==> src/rtl/seg_scan_pkg.sv <==
// Shared types and constants for the four-digit seven-segment scan controller.
package seg_scan_pkg;

    typedef enum logic {
        BLANK,
        SHOW
    } scan_state_e;

    localparam int NUM_DIGITS = 4;
    localparam logic [6:0] SEG_BLANK = 7'h7F;

    // Active-low gfedcba patterns for hex digits 0..F.
    localparam logic [6:0] SEG_TABLE [0:15] = '{
        7'h40, 7'h79, 7'h24, 7'h30, 7'h19, 7'h12, 7'h02, 7'h78,
        7'h00, 7'h10, 7'h08, 7'h03, 7'h46, 7'h21, 7'h06, 7'h0E
    };

endpackage

==> src/rtl/seg_hex_decode.sv <==
// Combinational hex nibble to active-low seven-segment (gfedcba) decoder.
module seg_hex_decode
    import seg_scan_pkg::*;
(
    input  logic [3:0] nibble,
    output logic [6:0] seg
);

    assign seg = SEG_TABLE[nibble];

endmodule

==> src/rtl/seg_scan_ctrl.sv <==
// Time-multiplexed 4-digit seven-segment scan controller with a shadow load buffer.
// Optional leading-zero blanking is enabled by defining SEG_SCAN_LZB_EN.
module seg_scan_ctrl
    import seg_scan_pkg::*;
#(
    parameter int CLK_DIV   = 50000,
    parameter int BLANK_CYC = 16
) (
    input  logic        clk,
    input  logic        rst,
    input  logic        load_valid,
    output logic        load_ready,
    input  logic [15:0] load_data,
    input  logic [3:0]  load_dp,
    input  logic [3:0]  load_en,
    output logic [6:0]  seven_segment,
    output logic        dp,
    output logic [3:0]  an,
    output logic        frame_done
);

    localparam int            CW         = (CLK_DIV > 1) ? $clog2(CLK_DIV) : 1;
    localparam logic [CW-1:0] CNT_LAST   = CW'(CLK_DIV - 1);
    localparam logic [CW-1:0] BLANK_LAST = CW'(BLANK_CYC - 1);
    localparam logic [1:0]    IDX_LAST   = 2'(NUM_DIGITS - 1);

    scan_state_e   state_q, state_d;
    logic [CW-1:0] cnt_q, cnt_d;
    logic [1:0]    idx_q, idx_d;
    logic [15:0]   act_data_q, act_data_d;
    logic [3:0]    act_dp_q, act_dp_d;
    logic [3:0]    act_en_q, act_en_d;
    logic [15:0]   pend_data_q, pend_data_d;
    logic [3:0]    pend_dp_q, pend_dp_d;
    logic [3:0]    pend_en_q, pend_en_d;
    logic          pend_full_q, pend_full_d;
    logic          load_ready_q, load_ready_d;
    logic [3:0]    an_q, an_d;
    logic [6:0]    seg_q, seg_d;
    logic          dp_q, dp_d;
    logic          frame_done_q, frame_done_d;

    logic          last_cnt;
    logic          boundary;
    logic          load_fire;
    logic [3:0]    sel_nib;
    logic [6:0]    dec_seg;
    logic          lz_blank;

    assign last_cnt  = (cnt_q == CNT_LAST);
    assign boundary  = last_cnt && (idx_q == IDX_LAST);
    assign load_fire = load_valid && load_ready_q;
    assign sel_nib   = act_data_q[{idx_q, 2'b00} +: 4];

    seg_hex_decode u_dec (
        .nibble (sel_nib),
        .seg    (dec_seg)
    );

    // A zero digit is dark only when every more-significant digit is zero or off.
    always_comb begin
        lz_blank = 1'b0;
`ifdef SEG_SCAN_LZB_EN
        if (idx_q != 2'd0 && act_en_q[idx_q] && sel_nib == 4'h0) begin
            lz_blank = 1'b1;
            for (int j = 1; j < NUM_DIGITS; j++) begin
                if (j > int'(idx_q) && act_en_q[j] && act_data_q[4*j +: 4] != 4'h0)
                    lz_blank = 1'b0;
            end
        end
`endif
    end

    // NOTE: every signal gets a default at the top so no path leaves one unassigned (no latch).
    always_comb begin
        state_d      = state_q;
        act_data_d   = act_data_q;
        act_dp_d     = act_dp_q;
        act_en_d     = act_en_q;
        pend_data_d  = pend_data_q;
        pend_dp_d    = pend_dp_q;
        pend_en_d    = pend_en_q;
        pend_full_d  = pend_full_q;
        cnt_d        = last_cnt ? '0 : cnt_q + 1'b1;
        idx_d        = last_cnt ? idx_q + 2'd1 : idx_q;

        case (state_q)
            BLANK:   if (cnt_q == BLANK_LAST) state_d = SHOW;
            SHOW:    if (last_cnt) state_d = BLANK;
            default: state_d = BLANK;
        endcase

        // Commit and capture are exclusive: a capture needs pend_full clear.
        if (boundary && pend_full_q) begin
            act_data_d  = pend_data_q;
            act_dp_d    = pend_dp_q;
            act_en_d    = pend_en_q;
            pend_full_d = 1'b0;
        end else if (load_fire) begin
            pend_data_d = load_data;
            pend_dp_d   = load_dp;
            pend_en_d   = load_en;
            pend_full_d = 1'b1;
        end
        load_ready_d = ~pend_full_d;

        an_d         = 4'hF;
        seg_d        = SEG_BLANK;
        dp_d         = 1'b1;
        frame_done_d = boundary;
        if (state_q == SHOW) begin
            seg_d = lz_blank ? SEG_BLANK : dec_seg;
            dp_d  = ~act_dp_q[idx_q];
            if (act_en_q[idx_q] && !lz_blank)
                an_d[idx_q] = 1'b0;
        end
    end

    // NOTE: sequential state uses non-blocking assignments so all flops update together.
    always_ff @(posedge clk) begin
        if (rst) begin
            state_q      <= BLANK;
            cnt_q        <= '0;
            idx_q        <= '0;
            act_data_q   <= '0;
            act_dp_q     <= '0;
            act_en_q     <= '0;
            pend_full_q  <= 1'b0;
            load_ready_q <= 1'b0;
            an_q         <= 4'hF;
            seg_q        <= SEG_BLANK;
            dp_q         <= 1'b1;
            frame_done_q <= 1'b0;
        end else begin
            state_q      <= state_d;
            cnt_q        <= cnt_d;
            idx_q        <= idx_d;
            act_data_q   <= act_data_d;
            act_dp_q     <= act_dp_d;
            act_en_q     <= act_en_d;
            pend_full_q  <= pend_full_d;
            load_ready_q <= load_ready_d;
            an_q         <= an_d;
            seg_q        <= seg_d;
            dp_q         <= dp_d;
            frame_done_q <= frame_done_d;
        end
    end

    // NOTE: the pending buffer is not reset; pend_full_q marks whether its contents are valid.
    always_ff @(posedge clk) begin
        pend_data_q <= pend_data_d;
        pend_dp_q   <= pend_dp_d;
        pend_en_q   <= pend_en_d;
    end

    assign load_ready    = load_ready_q;
    assign an            = an_q;
    assign seven_segment = seg_q;
    assign dp            = dp_q;
    assign frame_done    = frame_done_q;

endmodule

==> config.mk <==
export PLATFORM = sky130hd
export DESIGN_NAME = seg_scan_ctrl
export DESIGN_NICKNAME = d
export VERILOG_FILES = /design/src/rtl/seg_scan_pkg.sv /design/src/rtl/seg_hex_decode.sv /design/src/rtl/seg_scan_ctrl.sv
export SDC_FILE = /design/constraint.sdc
export NUM_CORES = 1
export LEC_CHECK = 0
export ABC_AREA = 1
export BUFFER_PORTS_ARGS = -buffer_cell sky130_fd_sc_hd__buf_2
export CORE_UTILIZATION = 30
export CTS_CLUSTER_DIAMETER = 80
export DETAILED_ROUTE_END_ITERATION = 8
export PLACE_DENSITY = 0.54
export SYNTH_ARGS = -nofsm -noshare
export SYNTH_HDL_FRONTEND = slang
export SYNTH_SLANG_ARGS = --single-unit
==> constraint.sdc <==
create_clock -name clk -period 3.7 [get_ports clk]
set_clock_uncertainty 0.05 [all_clocks]
set_input_delay 0.185 -clock clk [delete_from_list [all_inputs] [get_ports clk]]
set_output_delay 0.185 -clock clk [all_outputs]
set_load 0.005 [all_outputs]
[Word level (Yosys, flattened, before mapping)]
Memories as Yosys holds them, arrays and structs flattened. A register that Yosys moved wholly into a read port is not among the register bits.
Index checks and enable logic that the tools add are counted.
Word-level totals
  input bits: 27
  register bits after elaboration: 75
  memories: 1
  logic and storage cells: 49
  output and inout bits: 14
  bits in read-only memories: 112
Cells by class
  add/subtract/negate cells: 2
  muxes and demuxes: 11
  bitwise logic cells: 7
  reduce and logical (&&, ||, !) cells: 8
  $lt $le $gt $ge: 2
  shift-type cells: 1
  equality and inequality tests: 3
Memories
  (name not given): words 16, width 7, rd ports 1, clocked after Yosys merged registers in 1, wr ports 0, RTL line seg_hex_decode.sv:9  | assign seg = SEG_TABLE[nibble];
Operators with widths (number)
  $add A16 B1 Y16 const B: 1
  $eq A16 B16 Y1 const B: 1
  $eq A16 B4 Y1 const B: 1
  $shiftx A16 B5 Y4: 1
  $mux W1: 7
  $not A1 Y1: 5
  $not A4 Y5: 1
  $bmux W1 S2: 2
  $logic_and A1 B1 Y1: 4
  $not A4 Y4: 1
  $reduce_or A2 Y1: 2
  $lt A2 B3 Y1 const B: 1
  $reduce_or A3 Y1: 1
  $add A2 B1 Y2 const B: 1
  $demux W1 S2: 1
  $eq A2 B2 Y1 const B: 1
  $ge A2 B1 Y1 const B: 1
  $pmux W1 S2: 1
  $reduce_and A2 Y1: 1

[Longest topological paths before layout]
Gate-level depths: netlist of run 1.
  depth after elaboration: 5
  gate-level depth with buffers: 11
  depth with buffers taken out: 10

[Modules after synthesis]
From an unflattened synthesis of run 1, not the netlist that was laid out.
Unflattened totals
  cell total of the unflattened synthesis: 426
  area total of the unflattened synthesis: 3509.6 um^2
By module, submodules not included
  seg_scan_ctrl: cells an instance 377, area each 3235.6 um^2, times used 1, sequential area each 1881.8 um^2
  seg_hex_decode: cells an instance 49, area each 274.0 um^2, times used 1, sequential area each 0.0 um^2

[Least setup slack after synthesis of run 1]
OpenSTA, ideal clock, no wires.
  kind: register -> register
  start point: register cnt_q[0]
  end point: register pend_data_q[0], enable pin
  cell stages (with the launch flop): 9
  clock period less this slack: 2.113 ns
  library setup time: 0.379 ns
  arrival time: 1.685 ns
  buffers on the path: 2
  setup slack: 1.587 ns
  data required time: 3.271 ns
  cells stage by stage: dfxtp_1 -> ha_1 -> nand3_1 -> nor2_2 -> nand4_1 -> buf_4 -> buf_6 -> nand3_1 -> inv_1
On the way
  word-level cells in the longest chain between the ends: 5
Ends and longest elaborated chain
  start, declared: RTL line seg_scan_ctrl.sv:28  | logic [CW-1:0] cnt_q, cnt_d;
  start signal, assigned: RTL line seg_scan_ctrl.sv:136  | cnt_q <= cnt_d;
  $eq A16 B16 Y1: RTL line seg_scan_ctrl.sv:50  | assign last_cnt = (cnt_q == CNT_LAST);
  $logic_and A1 B1 Y1: RTL line seg_scan_ctrl.sv:51  | assign boundary = last_cnt && (idx_q == IDX_LAST);
  $logic_and A1 B1 Y1: RTL line seg_scan_ctrl.sv:94  | if (boundary && pend_full_q) begin
  $not A1 Y1 (no line)
  $reduce_and A2 Y1 (no line)
  end signal, assigned: RTL line seg_scan_ctrl.sv:152  | pend_data_q <= pend_data_d;
  end, declared: RTL line seg_scan_ctrl.sv:33  | logic [15:0] pend_data_q, pend_data_d;
No other way between the ends.
A chain may end at the register's enable or synchronous reset.

[Worst setup path after layout of run 1]
  start point: register idx_q[0]
  end point: register seg_q[0], in the netlist seven_segment[0]
On the way
  word-level cells in the longest chain between the ends: 2
Ends and longest elaborated chain
  start, declared: RTL line seg_scan_ctrl.sv:29  | logic [1:0] idx_q, idx_d;
  start signal, assigned: RTL line seg_scan_ctrl.sv:137  | idx_q <= idx_d;
  $shiftx A16 B5 Y4: RTL line seg_scan_ctrl.sv:53  | assign sel_nib = act_data_q[{idx_q, 2'b00} +: 4];
  $not A4 Y5 (not written as such): RTL line seg_hex_decode.sv:9
  end, declared: RTL line seg_scan_ctrl.sv:39  | logic [6:0] seg_q, seg_d;
No other way between the ends.

==> impl_metrics.csv, run 1 <==
group,metric,value,unit
run_status,status,"finished, final reports clean",
pwr,ir_drop,0.337,mV
die,die-area,0.0119,mm2
layout,num-nets-final,530,
die,num_io_pins,41,
yosys,netlist_instances,426,
die,die_h,109,um
detailed_routing,drt_iter0_markers,161,
worst_setup_path,cp_data_required_time,3.86,ns
grt,grt_remaining_overflow,0,
place,place_congestion,0.809,
layout,final_layout_size_suffix_gt1_share,13.1,%
grt,grt_pass1_vias,2701,
worst_setup_path,rr_worst_depth,10,
layout,fillers,1095,
sta,rsz0062_at_grt,"no",
worst_setup_path,worstPathMaxFanout,17,
die,core-area,0.0110,mm2
pwr,power.leakage,1.85,nW
worst_setup_path,r2r_slack,1.57,ns
sta,max_freq,0.469,GHz
grt,grt_max_degree,49,
sta,fin_crit_sh,57.6,%
yosys,yosysSeqAreaShare,54.8,%
yosys,netlist_area,0.00343,mm2
worst_setup_path,worstReg2RegStart,"idx_q[0]$_SDFFE_PP0N_",
worst_setup_path,cp-endpoint,"seven_segment[0]$_SDFF_PP1_",
worst_setup_path,crit_slowest_cell,"dfxtp_1",
yosys,ys_types,24,
cts,cts_inserted_buffers,9,
worst_setup_path,path_cells,"inv_2, nand2_1, nand3_1, nand2_1, inv_1, ha_1, inv_1, nor2_1, a21oi_1, nand3_1",
worst_setup_path,cp-start-kind,"flip-flop",
layout,post-route-util,39.2,%
detailed_routing,drc,0,
detailed_routing,vias,2713,
worst_setup_path,setup.worst_path.class,"flip-flop to flip-flop",
die,start_util,31.2,%
sta,tns,0,ns
grt,grtUsageTotal,13.7,%
worst_setup_path,worst_ep_arrival_time,2.29,ns
cts,cts.htree.levels,3,
die,num_rows,38,
sta,setup_violations,0,
sta,relSlewSlack,39.2,%
grt,antenna_found_initial,0,
yosys,syn_nets,464,
sta,worst_pin_slew,0.911,ns
flow_run,maxCapViolCount,0,
pwr,p_per_area,444,mW/mm2
sta,min_period,2.13,ns
cts,cts_tree,"done",
detailed_routing,drt_first_pass_iters,4,
cts,cts_resized,0,
hold_path,hold_path_class,"input pin to flip-flop",
layout,multi_input_area,0.00130,mm2
layout,area_delta_synth_final,25.4,%
detailed_routing,avgViaCountPerCell,4.26,
yosys,ys_warn_count,0,
worst_setup_path,r2r_end,"seven_segment[0]$_SDFF_PP1_",
cts,clkSinkCount,82,
cts,cts_root_buffer,"clkbuf_16",
cts,clockBufferDepth,2,
detailed_routing,ant_nets,0,
sta,drv_slew,0,
grt,grt_pass1_wl,12.4,mm
place,postPlaceCellArea,0.00376,mm2
detailed_routing,drt_wl_total,7.07,mm
worst_setup_path,cp-end-kind,"flip-flop",
layout,stdcell_area,0.00431,mm2
yosys,syn_avg_cell_area,8.06,um2
cts,clk_latency,0.33,ns
worst_setup_path,crit_path_start,"idx_q[0]$_SDFFE_PP0N_",
yosys,synth_seq_cells,82,
sta,hold_violations,0,
place,port_buffers,40,
die,die_w,109,um
layout,antenna_cells,0,
place,place_hpwl,4.76,mm
worst_setup_path,max_stage_delay,0.63,ns
detailed_routing,wl_per_cell,11.1,um
layout,seq_area,0.00188,mm2
cts,path_clk_slew,0.06,ns
what timing repair did:
item	in CTS	in global routing
hold buffers	24	0
setup endpoints to repair	0	0
buffers inserted	0	0
endpoints found under the hold margin	24	0
area by class of cell:
cell class / instances / share of cell area (%)
flip-flops and latches: 82 / 43.7
multi-input cells: 282 / 30.2
repair buffers: 65 / 10.4
clock buffers: 12 / 5.96
inverters: 52 / 4.53
well taps: 140 / 4.07
clock inverters: 4 / 1.13
cells in the mapped netlist, drive strengths merged:
master,count,area share (%)
a21oi,16,2.3
nand4,6,1.1
ha,11,4.0
xnor2,1,0.26
clkinv,1,0.11
nand3b,1,0.22
edfxtp,24,21
nand2,117,13
o21ai,12,1.7
o21a,1,0.22
dfxtp,58,34
nor3,5,0.73
xor2,5,1.3
inv,51,5.6
buf,7,1.3
clkbuf,3,0.33
o211ai,1,0.22
nand3,30,4.4
nor2,76,8.5
per-stage QoR:
step	setup WS (ns)	std cells	power, mW	hold slack [ns]
final	1.57	637	1.91	0.0478
after global routing	1.31	637	1.99	0.0438
after CTS	1.55	637	1.94	0.0361
after detailed placement	1.58	597	1.01	0.313
after global placement	1.63	597	1.01	0.311
after floorplan	1.59	426	0.988	0.204
kinds of logic after synthesis:
kind of cell	after synthesis	synth area share (%)
AO/OA/AOI/OAI	30	4.52
XOR/XNOR	6	1.53
adder cells (fa/ha/maj)	11	4.01
buffers and inverters	62	7.29
flip-flops	82	54.8
AND/OR/NAND/NOR	235	27.8
cells in the final DEF (no fill, tap or decap), drive strengths merged:
cell type,instances
o21ai,12
ha,11
a21oi,16
clkinv,3
nand4,6
edfxtp,24
nand3b,1
nor3,5
nand3,30
clkbuf,12
xnor2,1
buf,41
dlygate4sd3,24
bufinv,1
inv,52
nor2,76
o21a,1
dfxtp,58
xor2,5
nand2,117
o211ai,1
registers in the layout (all words and copies together) (netlist names), 4 cells and up:
| name | flops |
|---|---|
| act_data_q | 16 |
| act_dp_q | 4 |
| act_en_q | 4 |
| an | 4 |
| cnt_q | 16 |
| pend_data_q | 16 |
| pend_dp_q | 4 |
| pend_en_q | 4 |
| seven_segment | 7 |
how the worst min path moves through the flow:
stage	endpoint	from	cells after the start	slack [ns]
after floorplan	pend_full_q$_SDFF_PP0_	rst	1	0.20
after global placement	pend_data_q[5]$_DFFE_PP_	load_data[5]	1	0.31
after detailed placement	pend_data_q[15]$_DFFE_PP_	load_data[15]	1	0.31
after CTS	pend_full_q$_SDFF_PP0_	rst	2	0.04
after global routing	load_ready$_SDFF_PP0_	rst	2	0.04
final	pend_full_q$_SDFF_PP0_	rst	2	0.05
layer usage:
| metal | GRT usage [%] | part of all wire, % | vias to the layer above |
|---|---|---|---|
| met5 | 0 | 0 | - |
| met4 | 4.15 | 0.83 | 0 |
| met3 | 5.26 | 4.5 | 4 |
| met2 | 22.6 | 46 | 48 |
| met1 | 16.3 | 48 | 1193 |
| li1 | - | - | 1468 |
worst max-delay path, delay by kind of cell, from the launching register on:
family / cells / cell delay [ns]
buf+inv: 3 / 0.41
compound gates: 1 / 0.18
simple gates: 5 / 0.49
fa+ha+maj: 1 / 0.23
flops: 1 / 0.63
report_power, final:
part | internal [mW] | switching, mW | leakage (nW) | total (mW)
logic | 0.0312 | 0.0265 | 1.00 | 0.0576
registers | 0.945 | 0.00669 | 0.691 | 0.952
clock network | 0.560 | 0.344 | 0.153 | 0.903
total | 1.54 | 0.377 | 1.85 | 1.91
Power figures use the tool's default switching activity.
==> run 2: changes to the inputs <==
- PLACE_DENSITY: 0.54 -> 0.55
- clock period: 3.7 -> 1.8 ns (I/O delays scaled with it)
==> impl_metrics.csv, run 2 (synthesized netlist as in run 1, its figures left out) <==
group,metric,value,unit
run_status,status,"finished, final reports clean",
layout,antenna_cells,0,
grt,grt_max_degree,49,
detailed_routing,drt_iter0_markers,125,
sta,drv_slew,0,
grt,antenna_found_initial,0,
layout,area_delta_synth_final,31.4,%
cts,path_clk_slew,0.06,ns
worst_setup_path,critPathMostFrequentCell,"nand3_4",
sta,holdWs,0.0609,ns
layout,multi_input_area,0.00135,mm2
layout,seq_area,0.00189,mm2
sta,rsz0062_at_grt,"no",
detailed_routing,drt_first_pass_iters,4,
sta,worst_slack,0.130,ns
worst_setup_path,crit_slowest_cell,"dfxtp_2",
die,num_io_pins,41,
pwr,ir_drop,0.633,mV
layout,final_cell_mix,"nand2_1 (114), nor2_1 (73), dfxtp_1 (53), inv_1 (45), buf_2 (40)",
die,num_rows,38,
grt,grt_remaining_overflow,0,
worst_setup_path,timing.critical_path.buf_inv,2,
cts,clk_latency,0.33,ns
worst_setup_path,setup.worst_path.class,"flip-flop to flip-flop",
sta,min_period,1.67,ns
worst_setup_path,path_cells,"ha_4, nand3_4, nor2_4, nand4_1, nand3_4, clkinvlp_4, buf_12",
layout,instances_no_fill,651,
detailed_routing,avgViaCountPerCell,4.25,
grt,grt_pass1_wl,12.2,mm
grt,grt_pass1_vias,2691,
die,start_util,31.2,%
cts,cts_inserted_buffers,9,
layout,final_layout_size_suffix_gt1_share,17.4,%
hold_path,hold_path_class,"input pin to flip-flop",
sta,fin_crit_sh,92.8,%
worst_setup_path,worstPathMaxFanout,24,
worst_setup_path,cp-start-kind,"flip-flop",
layout,fillers,1113,
cts,cts.htree.levels,3,
place,postPlaceCellArea,0.00394,mm2
cts,cts_root_buffer,"clkbuf_16",
sta,worst_pin_slew,0.479,ns
die,die_w,109,um
place,place_congestion,0.864,
worst_setup_path,cp_data_required_time,1.84,ns
worst_setup_path,worst_ep_arrival_time,1.71,ns
layout,num-nets-final,544,
pwr,seq_power_share,50.0,%
place,place_hpwl,4.82,mm
detailed_routing,drc,0,
die,die_h,109,um
pwr,clockPowerShare,46.5,%
detailed_routing,ant_nets,0,
cts,cts_setup_buffers,0,
pwr,power.leakage,1.93,nW
grt,grtUsageTotal,13.6,%
worst_setup_path,crit_family,"simple AND/OR/NAND/NOR gates",
detailed_routing,wl_per_cell,10.7,um
sta,tns,0,ns
die,core-area,0.0110,mm2
cts,clkSinkCount,82,
die,die-area,0.0119,mm2
detailed_routing,vias,2770,
detailed_routing,drt_wl_total,6.98,mm
sta,hold_violations,0,
layout,mostFrequentLayoutCell,"nand2_1",
pwr,pwr-share-comb,3.5,%
place,dp.cells,610,
cts,clockBufferDepth,2,
sta,relSlewSlack,67.8,%
layout,largest_registers,"act_data_q x16, cnt_q x16, pend_data_q x16",
sta,setup_violations,0,
layout,post-route-util,41.0,%
sta,max_freq,0.599,GHz
pwr,power,3.92,mW
worst_setup_path,max_stage_delay,0.36,ns
place,dp_slack,-0.0387,ns
pwr,p_sw_share,20.1,%
pwr,intPower,3.13,mW
place,port_buffers,40,
pwr,p_per_area,869,mW/mm2
worst_setup_path,cp-end-kind,"flip-flop",
layout,stdcell_area,0.00451,mm2
flow_run,maxCapViolCount,0,
cts,cts_tree,"done",
pwr,p_switching,0.788,mW
-- run 2: cell types whose count changed in the layout (fill, tap and decap cells not counted), sizes merged --
cell / previous run / this run
clkinvlp: 0 / 2
dlygate4sd3: 24 / 25
inv: 52 / 51
clkinv: 3 / 4
buf: 41 / 54
clkbuf: 12 / 10
-- run 2: final timing paths --
path,slack [ns],cells after the start,to,start
worst min register to register,0.39,1,cnt_q[0]$_SDFF_PP0_,cnt_q[0]$_SDFF_PP0_
worst max-delay path,0.13,7,pend_data_q[6]$_DFFE_PP_,cnt_q[0]$_SDFF_PP0_
worst min-delay path,0.06,3,pend_full_q$_SDFF_PP0_,load_valid
worst max register to register,0.13,7,pend_data_q[6]$_DFFE_PP_,cnt_q[0]$_SDFF_PP0_
-- run 2: area by class of cell --
type	instances	area share [%]
Sequential cell	82	41.9
Multi-Input combinational cell	282	29.9
Timing Repair Buffer	79	13.2
Clock buffer	10	5.30
Inverter	52	4.41
Tap cell	140	3.89
Clock inverter	6	1.42
-- run 2: power groups by stage --
stage / clock (mW) / sequential (mW) / combinational, mW
2_1_floorplan: 0 / 2.00 / 0.0434
3_3_place_gp: 0 / 2.00 / 0.0938
3_5_place_dp: 0 / 2.00 / 0.0952
4_1_cts: 1.88 / 1.96 / 0.137
5_1_grt: 1.96 / 1.96 / 0.152
6_report: 1.82 / 1.96 / 0.136
-- run 2: layer usage --
layer | track usage, % | up-vias | part of all wire (%) | wire, um
li1 | - | 1502 | - | -
met2 | 21.7 | 43 | 45 | 3160
met3 | 4.00 | 11 | 4.1 | 285
met5 | 0 | - | 0 | 0
met4 | 6.37 | 0 | 1.6 | 110
met1 | 16.8 | 1214 | 49 | 3420
-- run 2: worst register-to-register path, cell delays in order, from the launching register on --
cell and delay [ns]:
dfxtp_2 0.36, ha_4 0.15, nand3_4 0.10, nor2_4 0.13
nand4_1 0.24, nand3_4 0.13, clkinvlp_4 0.10, buf_12 0.17
-- run 2: timing repair --
action,in CTS,in global routing
endpoints found under the setup margin,4,28
pin swaps,0,1
resized for setup,2,4
hold buffers,25,0
endpoints found under the hold margin,27,0
